## src/rtl/vga_frame_capture_if.sv

```systemverilog
// Frame-buffer write bus driven by vga_frame_capture.
interface vga_frame_capture_if;
  logic       wr_en;
  logic [9:0] wr_x;
  logic [8:0] wr_y;
  logic [5:0] wr_data;

  modport master (output wr_en, output wr_x, output wr_y, output wr_data);
  modport slave  (input  wr_en, input  wr_x, input  wr_y, input  wr_data);
endinterface

```

## src/rtl/vga_frame_capture.sv

```systemverilog
// VGA stream sink: recovers line/frame timing, checks geometry, locks, and
// emits one 6-bit frame-buffer write per active pixel while locked.
module vga_frame_capture #(
  parameter int unsigned H_ACTIVE      = 640,
  parameter int unsigned V_ACTIVE      = 480,
  parameter int unsigned LOCK_FRAMES   = 2,
  parameter int unsigned FRAME_TIMEOUT = 420000
) (
  input  logic                       CLOCK_50,
  input  logic                       reset,
  input  logic                       pix_en,
  input  logic                       VGA_HS,
  input  logic                       VGA_VS,
  input  logic                       VGA_BLANK_N,
  input  logic [7:0]                 VGA_R,
  input  logic [7:0]                 VGA_G,
  input  logic [7:0]                 VGA_B,
  vga_frame_capture_if.master        fb,
  output logic                       frame_start,
  output logic                       locked,
  output logic [7:0]                 err_count
);

  localparam logic [1:0] S_SEARCH  = 2'd0;
  localparam logic [1:0] S_MEASURE = 2'd1;
  localparam logic [1:0] S_LOCKED  = 2'd2;

  localparam logic [9:0]  H_ACT   = 10'(H_ACTIVE);
  localparam logic [8:0]  V_ACT   = 9'(V_ACTIVE);
  localparam logic [3:0]  LOCK_N  = 4'(LOCK_FRAMES);
  localparam logic [19:0] TIMEOUT = 20'(FRAME_TIMEOUT);

  logic [1:0]  state, state_n;
  logic        hs_prev, vs_prev;
  logic [9:0]  x_cnt;
  logic [8:0]  line_cnt;
  logic        line_seen;
  logic        frame_bad;
  logic [19:0] to_cnt;
  logic [3:0]  good_cnt, good_n;
  logic [7:0]  err_n;

  logic        hs_fall, vs_fall, line_end, in_range, oob, do_write, good, fs_n;
  logic [8:0]  line_cnt_le;
  logic        bad_next, seen_base, seen_next;
  logic [9:0]  x_base, x_next;
  logic [19:0] to_inc;

  // Only the top two bits of each colour channel are stored.
  logic unused_colour;
  assign unused_colour = ^{VGA_R[5:0], VGA_G[5:0], VGA_B[5:0]};

  assign locked = (state == S_LOCKED);

  // Line end is resolved first, so a sample that is also an HS fall is
  // counted in the new line and frame evaluation sees the updated line_cnt.
  always_comb begin
    hs_fall     = hs_prev & ~VGA_HS;
    vs_fall     = vs_prev & ~VGA_VS;
    line_end    = hs_fall & line_seen;
    line_cnt_le = (line_end && line_cnt != '1) ? line_cnt + 9'd1 : line_cnt;
    x_base      = hs_fall ? '0 : x_cnt;
    seen_base   = hs_fall ? 1'b0 : line_seen;
    in_range    = (x_base < H_ACT) && (line_cnt_le < V_ACT);
    oob         = VGA_BLANK_N & ~in_range;
    do_write    = VGA_BLANK_N & in_range & (state == S_LOCKED);
    x_next      = (VGA_BLANK_N && x_base != '1) ? x_base + 10'd1 : x_base;
    seen_next   = seen_base | VGA_BLANK_N;
    bad_next    = frame_bad | (line_end && x_cnt != H_ACT) | oob;
    good        = ~bad_next && (line_cnt_le == V_ACT);
    to_inc      = (to_cnt != '1) ? to_cnt + 20'd1 : to_cnt;

    state_n = state;
    good_n  = good_cnt;
    err_n   = err_count;
    fs_n    = 1'b0;
    if (vs_fall) begin
      case (state)
        S_SEARCH: begin
          state_n = S_MEASURE;
          good_n  = '0;
        end
        S_MEASURE: begin
          if (good) begin
            good_n = good_cnt + 4'd1;
            if (good_n == LOCK_N) begin
              state_n = S_LOCKED;
              fs_n    = 1'b1;
            end
          end else begin
            good_n = '0;
          end
        end
        S_LOCKED: begin
          if (good) begin
            fs_n = 1'b1;
          end else begin
            state_n = S_MEASURE;
            good_n  = '0;
            if (err_count != '1) err_n = err_count + 8'd1;
          end
        end
        default: state_n = S_SEARCH;
      endcase
    end else if (state != S_SEARCH && to_inc >= TIMEOUT) begin
      state_n = S_SEARCH;
    end
  end

  always_ff @(posedge CLOCK_50 or posedge reset) begin
    if (reset) begin
      state       <= S_SEARCH;
      hs_prev     <= 1'b1;
      vs_prev     <= 1'b1;
      x_cnt       <= '0;
      line_cnt    <= '0;
      line_seen   <= 1'b0;
      frame_bad   <= 1'b0;
      to_cnt      <= '0;
      good_cnt    <= '0;
      err_count   <= '0;
      frame_start <= 1'b0;
      fb.wr_en    <= 1'b0;
      fb.wr_x     <= '0;
      fb.wr_y     <= '0;
      fb.wr_data  <= '0;
    end else begin
      fb.wr_en    <= 1'b0;
      frame_start <= 1'b0;
      if (pix_en) begin
        hs_prev   <= VGA_HS;
        vs_prev   <= VGA_VS;
        line_seen <= seen_next;
        state     <= state_n;
        good_cnt  <= good_n;
        err_count <= err_n;
        if (vs_fall) begin
          x_cnt     <= '0;
          line_cnt  <= '0;
          frame_bad <= 1'b0;
          to_cnt    <= '0;
        end else begin
          x_cnt     <= x_next;
          line_cnt  <= line_cnt_le;
          frame_bad <= bad_next;
          to_cnt    <= to_inc;
        end
        fb.wr_en    <= do_write;
        frame_start <= fs_n;
        if (do_write) begin
          fb.wr_x    <= x_base;
          fb.wr_y    <= line_cnt_le;
          fb.wr_data <= {VGA_R[7:6], VGA_G[7:6], VGA_B[7:6]};
        end
      end
    end
  end

endmodule
```

## src/flat_wrapper.sv

```systemverilog
// flat-port wrapper written by rule: the top's interface ports become plain ports
module vga_frame_capture_flat 
#(
  parameter int unsigned H_ACTIVE      = 640,
  parameter int unsigned V_ACTIVE      = 480,
  parameter int unsigned LOCK_FRAMES   = 2,
  parameter int unsigned FRAME_TIMEOUT = 420000
)
  (CLOCK_50, reset, pix_en, VGA_HS, VGA_VS, VGA_BLANK_N, VGA_R, VGA_G, VGA_B, frame_start, locked, err_count, fb_wr_en, fb_wr_x, fb_wr_y, fb_wr_data);
  vga_frame_capture_if fb_i ();
  input  logic CLOCK_50;
  input  logic reset;
  input  logic pix_en;
  input  logic VGA_HS;
  input  logic VGA_VS;
  input  logic VGA_BLANK_N;
  input  logic [7:0] VGA_R;
  input  logic [7:0] VGA_G;
  input  logic [7:0] VGA_B;
  output logic frame_start;
  output logic locked;
  output logic [7:0] err_count;
  output wire logic [$bits(fb_i.wr_en)-1:0] fb_wr_en;
  output wire logic [$bits(fb_i.wr_x)-1:0] fb_wr_x;
  output wire logic [$bits(fb_i.wr_y)-1:0] fb_wr_y;
  output wire logic [$bits(fb_i.wr_data)-1:0] fb_wr_data;
  assign fb_wr_en = fb_i.wr_en;
  assign fb_wr_x = fb_i.wr_x;
  assign fb_wr_y = fb_i.wr_y;
  assign fb_wr_data = fb_i.wr_data;
  vga_frame_capture #(.H_ACTIVE(H_ACTIVE), .V_ACTIVE(V_ACTIVE), .LOCK_FRAMES(LOCK_FRAMES), .FRAME_TIMEOUT(FRAME_TIMEOUT)) u_core (.CLOCK_50(CLOCK_50), .reset(reset), .pix_en(pix_en), .VGA_HS(VGA_HS), .VGA_VS(VGA_VS), .VGA_BLANK_N(VGA_BLANK_N), .VGA_R(VGA_R), .VGA_G(VGA_G), .VGA_B(VGA_B), .fb(fb_i), .frame_start(frame_start), .locked(locked), .err_count(err_count));
endmodule
```

## config.mk

```make
export PLATFORM = sky130hd
export DESIGN_NAME = vga_frame_capture_flat
export DESIGN_NICKNAME = d
export VERILOG_FILES = /design/src/rtl/vga_frame_capture_if.sv /design/src/rtl/vga_frame_capture.sv /design/src/flat_wrapper.sv
export SDC_FILE = /design/constraint.sdc
export NUM_CORES = 1
export LEC_CHECK = 0
export ABC_AREA = 1
export CORE_MARGIN = 3
export CORE_UTILIZATION = 40
export DETAILED_ROUTE_END_ITERATION = 10
export PLACE_DENSITY_LB_ADDON = 0.12
export SLEW_MARGIN = 20
export SYNTH_ARGS = -nofsm -noshare
export SYNTH_HDL_FRONTEND = slang
export SYNTH_SLANG_ARGS = --single-unit
```

## constraint.sdc

```tcl
create_clock -name CLOCK_50 -period 5.49 [get_ports CLOCK_50]
set_clock_uncertainty 0.2 [all_clocks]
set_input_delay 0.549 -clock CLOCK_50 [delete_from_list [all_inputs] [get_ports CLOCK_50]]
set_output_delay 0.549 -clock CLOCK_50 [all_outputs]
set_load 0.1 [all_outputs]
```

# == After elaboration in Yosys (flattened, before gate mapping) ==
# Cells that the tools add are included.
# totals
reg_bits,84
latchBits,0
ramBits,0
rom_bits,0
in_bits,30
wordCells,89
mem_count,0
# classes
add_sub_neg,5
mul,0
div_mod_pow,0
order_cmp,3
eq_ne,13
shift,0
muxes,25
bitwise,14
reduce_logical,14
# ops
operator,n
two-way mux 20 bit,2
two-way mux 10 bit,3
adder 20 x 1 -> 20 bit (second input constant),1
greater-or-equal comparator 20 x 19 -> 1 bit (second input constant),1
!= test 10 bit (second input constant),2
!= test 20 bit (second input constant),1
two-way mux 9 bit,2
case mux 4 bit (3 select lines),1
adder 10 x 1 -> 10 bit (second input constant),1
< comparator 10 bit (second input constant),1
two-way mux 2 bit,5
AND reduction 5 bit,2
adder 9 x 1 -> 9 bit (second input constant),1
== test 9 bit (second input constant),1
< comparator 9 bit (second input constant),1
!= test 3 bit (second input constant),3
!= test 9 bit (second input constant),1
adder 8 x 1 -> 8 bit (second input constant),1
two-way mux 1 bit,8
two-way mux 4 bit,2
!= test 8 bit (second input constant),1
bitwise AND 1 bit,6
logical AND 1 bit,6
case mux 2 bit (3 select lines),1
other kinds (13),20

# == Depth between registers and ports, before layout ==
# depth
depth_word,16
mapped_depth,19

# == Least setup slack after synthesis ==
# Ideal clock, no wire load.
# synth_path
path_kind,reg2reg
start,reg u_core.state[0]
end,reg u_core.fb.wr_y[1]
t_arrival_ns,2.404
t_required_ns,5.166
slack_ns,2.762
stages_incl_launch_ff,9
path_buffers,1
synth_period_minus_slack_ns,2.728
cell_sequence,dfrtp_1 -> inv_1 -> ha_1 -> inv_1 -> nor4_4 -> inv_4 -> buf_4 -> nand2_1 -> o21ai_2
# synth_between
elab_chain_len,3
# synth_rtl
item,line,text
start: declaration,vga_frame_capture.sv:33,"logic [1:0] state, state_n;"
start signal: assignment,vga_frame_capture.sv:134,state <= state_n;
== test 2 bit,--,
via locked,flat_wrapper.sv:21,output logic locked;
bitwise AND 1 bit,vga_frame_capture.sv:66,do_write = VGA_BLANK_N & in_range & (state == S_LOCKED);
AND reduction 2 bit (no line),--,
end signal: assignment,vga_frame_capture.sv:152,fb.wr_y <= line_cnt_le;
end: declaration,vga_frame_capture_if.sv:8,"modport master (output wr_en, output wr_x, output wr_y, output wr_data);"
# The timed path passes the listed nets, and every way through them passes these cells.
# A chain may end at the register's enable or synchronous reset.

# == Final worst setup path ==
# layout_path
start,reg u_core.line_cnt[1]
end,reg u_core.fb.wr_x[7]
# layout_between
elab_chain_len,8
word_cells_on_any_way,9
# layout_rtl
item,line,text
start: declaration,vga_frame_capture.sv:36,logic [8:0] line_cnt;
start signal: assignment,vga_frame_capture.sv:144,line_cnt <= line_cnt_le;
"parallel branches: the longest is 2 deep, another holds adder 9 x 1 -> 9 bit",--,
two-way mux 9 bit *,vga_frame_capture.sv:61,line_cnt_le = (line_end && line_cnt != '1) ? line_cnt + 9'd1 : line_cnt;
< comparator 9 bit *,vga_frame_capture.sv:64,in_range = (x_base < H_ACT) && (line_cnt_le < V_ACT);
logical AND 1 bit *,vga_frame_capture.sv:64,
bitwise AND 1 bit * (2 in series),vga_frame_capture.sv:66,
AND reduction 2 bit (no line) *,--,
end signal: assignment,vga_frame_capture.sv:151,fb.wr_x <= x_base;
end: declaration,vga_frame_capture_if.sv:8,
# Every way passes the cells marked *.

==> impl_metrics.toml <==
[finish]
finalNetCount = 711
stdcell_area_um2 = 5629
antennaDiodeCount = 0
area_growth_pct = 19.15
drive_above_1_share_pct = 7.852
stdcell_count = 818

[clocking]
clkLatencyLatePin_ns = 0.34
ctsHoldBuffers = 0
htreeDepth = 3
cts_buffer_depth = 2
cts.repair.resized = 0
post-cts-setup-buffer-count = 0
cts_root_buf = "clkbuf_16"
path_clk_slew_ns = 0.07
clock-sinks = 84
cts_tree = "yes"
cts_made_buffers = 9

[logic_synthesis]
syn_nets = 663
synth_cell_type_count = 37
synth_xor_area_share_pct = 4.264
synth_mux_area_share_pct = 0
yosys-top-cells-area = "dfrtp_1 (43%), nand2_1 (15%), inv_1 (5.8%)"
netlist.area_leader.share_pct = 43.43
synth_top_family_by_area = "simple AND/OR/NAND/NOR gates"
synth.most_common_cell = "nand2_1"
seq_area_frac_synth_pct = 44.54
synth_common_cells = "nand2_1 (194), dfrtp_1 (82), inv_1 (73)"
synth-seq-cells = 84
synth_compound_area_share_pct = 11.23
synth_cells = 622
yosysWarnings = 0
yosys.area_share.simple_pct = 29.26
async_flop_share_pct = 100.0
synth.largest_area_cell = "dfrtp_1"
postSynthAreaPerCell_um2 = 7.596
synth_adder_area_share_pct = 2.913
synth_enable_flop_cells = 0
synthesis.area_um2 = 4725
ys.flop_type = "dfrtp_1"

[floorplan]
dieArea_um2 = 13150
start_util_pct = 41.20
core_area_um2 = 11470
die_w_um = 114.7
num_io_pins = 66
die_h_um = 114.7
rows = 39

[power_and_ir_drop]
leakagePower_uw = 0.002614
ir_drop_mv = 0.3416
power.density_nw_per_um2 = 383.2

[place]
port_buffers = 47
dpl.hpwl_mm = 8.054
gp_congestion = 0.8600
place_ws_ns = 1.894
placed_cells = 802
place_area_um2 = 5321

[setup_path]
endpoint_kind = "flop"
worst_ep_arrival_time_ns = 3.44
start_kind = "flop"
crit_required_ns = 5.51
path_cells = "ha_1 -> nand3_1 -> nor4_1 -> ha_1 -> nor2_4 -> inv_2 -> nand2_1 -> nand2_1 -> nor2_1 -> nand2_2 -> nand2_2 -> nor4_4 -> inv_4 -> nand2_1 -> o21ai_2"
r2r_start = "u_core.line_cnt[1]"
cpPeakStageDelay_ns = 0.50
reg2reg_depth = 15
path_buf_inv = 2
cpLargestDelayFamily = "simple AND/OR/NAND/NOR gates"
worst_path_max_delay_cell = "nor4_4"
reg2reg_to = "u_core.fb.wr_x[7]"
r2r_slack_ns = 2.07
worstPathMaxFanout = 42
worstSetupPathType = "reg -> reg"
crit_top_cell = "nand2_1"

[timing]
period_share_pct = 62.25
hold_slack_ns = 0.2753
worst_pin_slew_ns = 0.9810
hold_viol_final = 0
max_freq_mhz = 292.6
tns_ns = 0
layout_setup_ws_ns = 2.072
maxSlewViolCount = 0
slew_headroom_pct = 34.40
setup_viol = 0
rsz0062_at_grt = "no"
period_needed_ns = 3.418

[route]
vias_per_cell = 5.044
wl_per_cell_um = 13.55
dr.pass1.iters = 4
vias = 4126
final_antenna_net_count = 0
drtIter0Drc = 213
drc = 0
drt_wl_total_mm = 11.08

[global_routing]
grt_max_degree = 48
antenna_found_initial = 0
grt-ovfl-total = 0
grt_pass1_wl_mm = 19.15
grt_usage_pct = 18.18
grt_pass1_vias = 4083

[hold_path]
min_to = "u_core.fb.wr_data[4]"
min-delay-start = "u_core.fb.wr_data[4]"
whs_path_depth = 2
holdCritPathClass = "reg -> reg"

[outcome]
status = "completed"

[job]
max-cap-violations = 0
## worst max-delay path by stage
| stage | cells after the start | startpoint | slack [ns] | to |
|---|---|---|---|---|
| floorplan | 1 | reset | 2.58 | u_core.err_count[0] |
| global placement | 13 | VGA_HS | 1.91 | u_core.fb.wr_y[8] |
| detailed placement | 13 | VGA_HS | 1.89 | u_core.fb.wr_x[1] |
| CTS | 15 | u_core.line_cnt[1] | 2.03 | u_core.fb.wr_x[1] |
| global route | 15 | u_core.line_cnt[1] | 1.70 | u_core.fb.wr_y[1] |
| finish | 15 | u_core.line_cnt[1] | 2.07 | u_core.fb.wr_x[7] |
## routing by layer
layer | global-route usage [%] | share of wire, % | vias to the layer above
met3 | 3.171 | 3.2 | 12
met1 | 24.16 | 48 | 1928
li1 | - | - | 2102
met5 | 0 | 0 | -
met2 | 29.34 | 47 | 84
met4 | 7.363 | 1.6 | 0
## cell type report
class / count / area [um2]
Fill cell: 1144 / 5838
Tap cell: 143 / 178.9
Timing Repair Buffer: 50 / 493.0
Clock buffer: 10 / 239.0
Inverter: 77 / 292.8
Clock inverter: 6 / 68.82
Sequential cell: 84 / 2105
Multi-Input combinational cell: 448 / 2252
## placed cells by master (no fill, tap or decap), types with 3 or more instances in the layout
master,instances
nand2_2,5
nand3_1,34
o21ai_1,10
buf_4,3
o21ai_2,13
nor2_2,3
clkdlybuf4s50_1,47
inv_6,3
nor3_1,12
nor4_1,3
dfrtp_1,82
nor2_1,55
xor2_1,20
o21ai_0,40
clkbuf_16,9
ha_1,11
o22ai_1,13
a21oi_1,6
xnor2_1,3
nand4_1,12
inv_1,72
inv_2,3
nand2_1,194
## state kept, by name, indices dropped and copies added, names as in the netlist
signal / flops
u_core.state: 2
u_core.frame_start: 1
u_core.line_cnt: 9
u_core.fb.wr_data: 6
u_core.fb.wr_y: 9
u_core.good_cnt: 4
u_core.x_cnt: 10
u_core.frame_bad: 1
u_core.vs_prev: 1
u_core.line_seen: 1
u_core.err_count: 8
u_core.fb.wr_x: 10
u_core.hs_prev: 1
u_core.fb.wr_en: 1
u_core.to_cnt: 20
## through the flow
| step | power, uW | utilization [%] |
|---|---|---|
| 3_5_place_dp | 1547 | 46.40 |
| 6_report | 2157 | 49.09 |
| 3_3_place_gp | 1536 | 46.40 |
| 2_1_floorplan | 1361 | - |
| 5_1_grt | 2272 | 49.09 |
| 4_1_cts | 2186 | 49.09 |
## worst reg2reg max path, cell delays in order (launching register included)
cell	delay (ns)
dfrtp_1	0.40
ha_1	0.27
nand3_1	0.15
nor4_1	0.23
ha_1	0.26
nor2_4	0.10
inv_2	0.13
nand2_1	0.06
nand2_1	0.15
nor2_1	0.08
nand2_2	0.09
nand2_2	0.10
nor4_4	0.50
inv_4	0.33
nand2_1	0.19
o21ai_2	0.06
## report_power, final
| group | switching (uW) | internal [uW] | leakage [uW] | total, uW |
|---|---|---|---|---|
| combinational | 578 | 175 | 0.00134 | 754 |
| sequential | 67.2 | 707 | 0.00113 | 774 |
| clock | 260 | 369 | 0.000150 | 629 |
## cells by family (layout without fill, tap and decap cells)
logic type	Yosys count	count (layout)
DFF	84	84
AOI/OAI and AO/OA	89	89
xor gates and xnor gates	23	23
and+or+nand+nor	325	325
buffers and inverters	90	143
adders and majority gates	11	11
No activity file was read; power rests on OpenSTA's default activity.
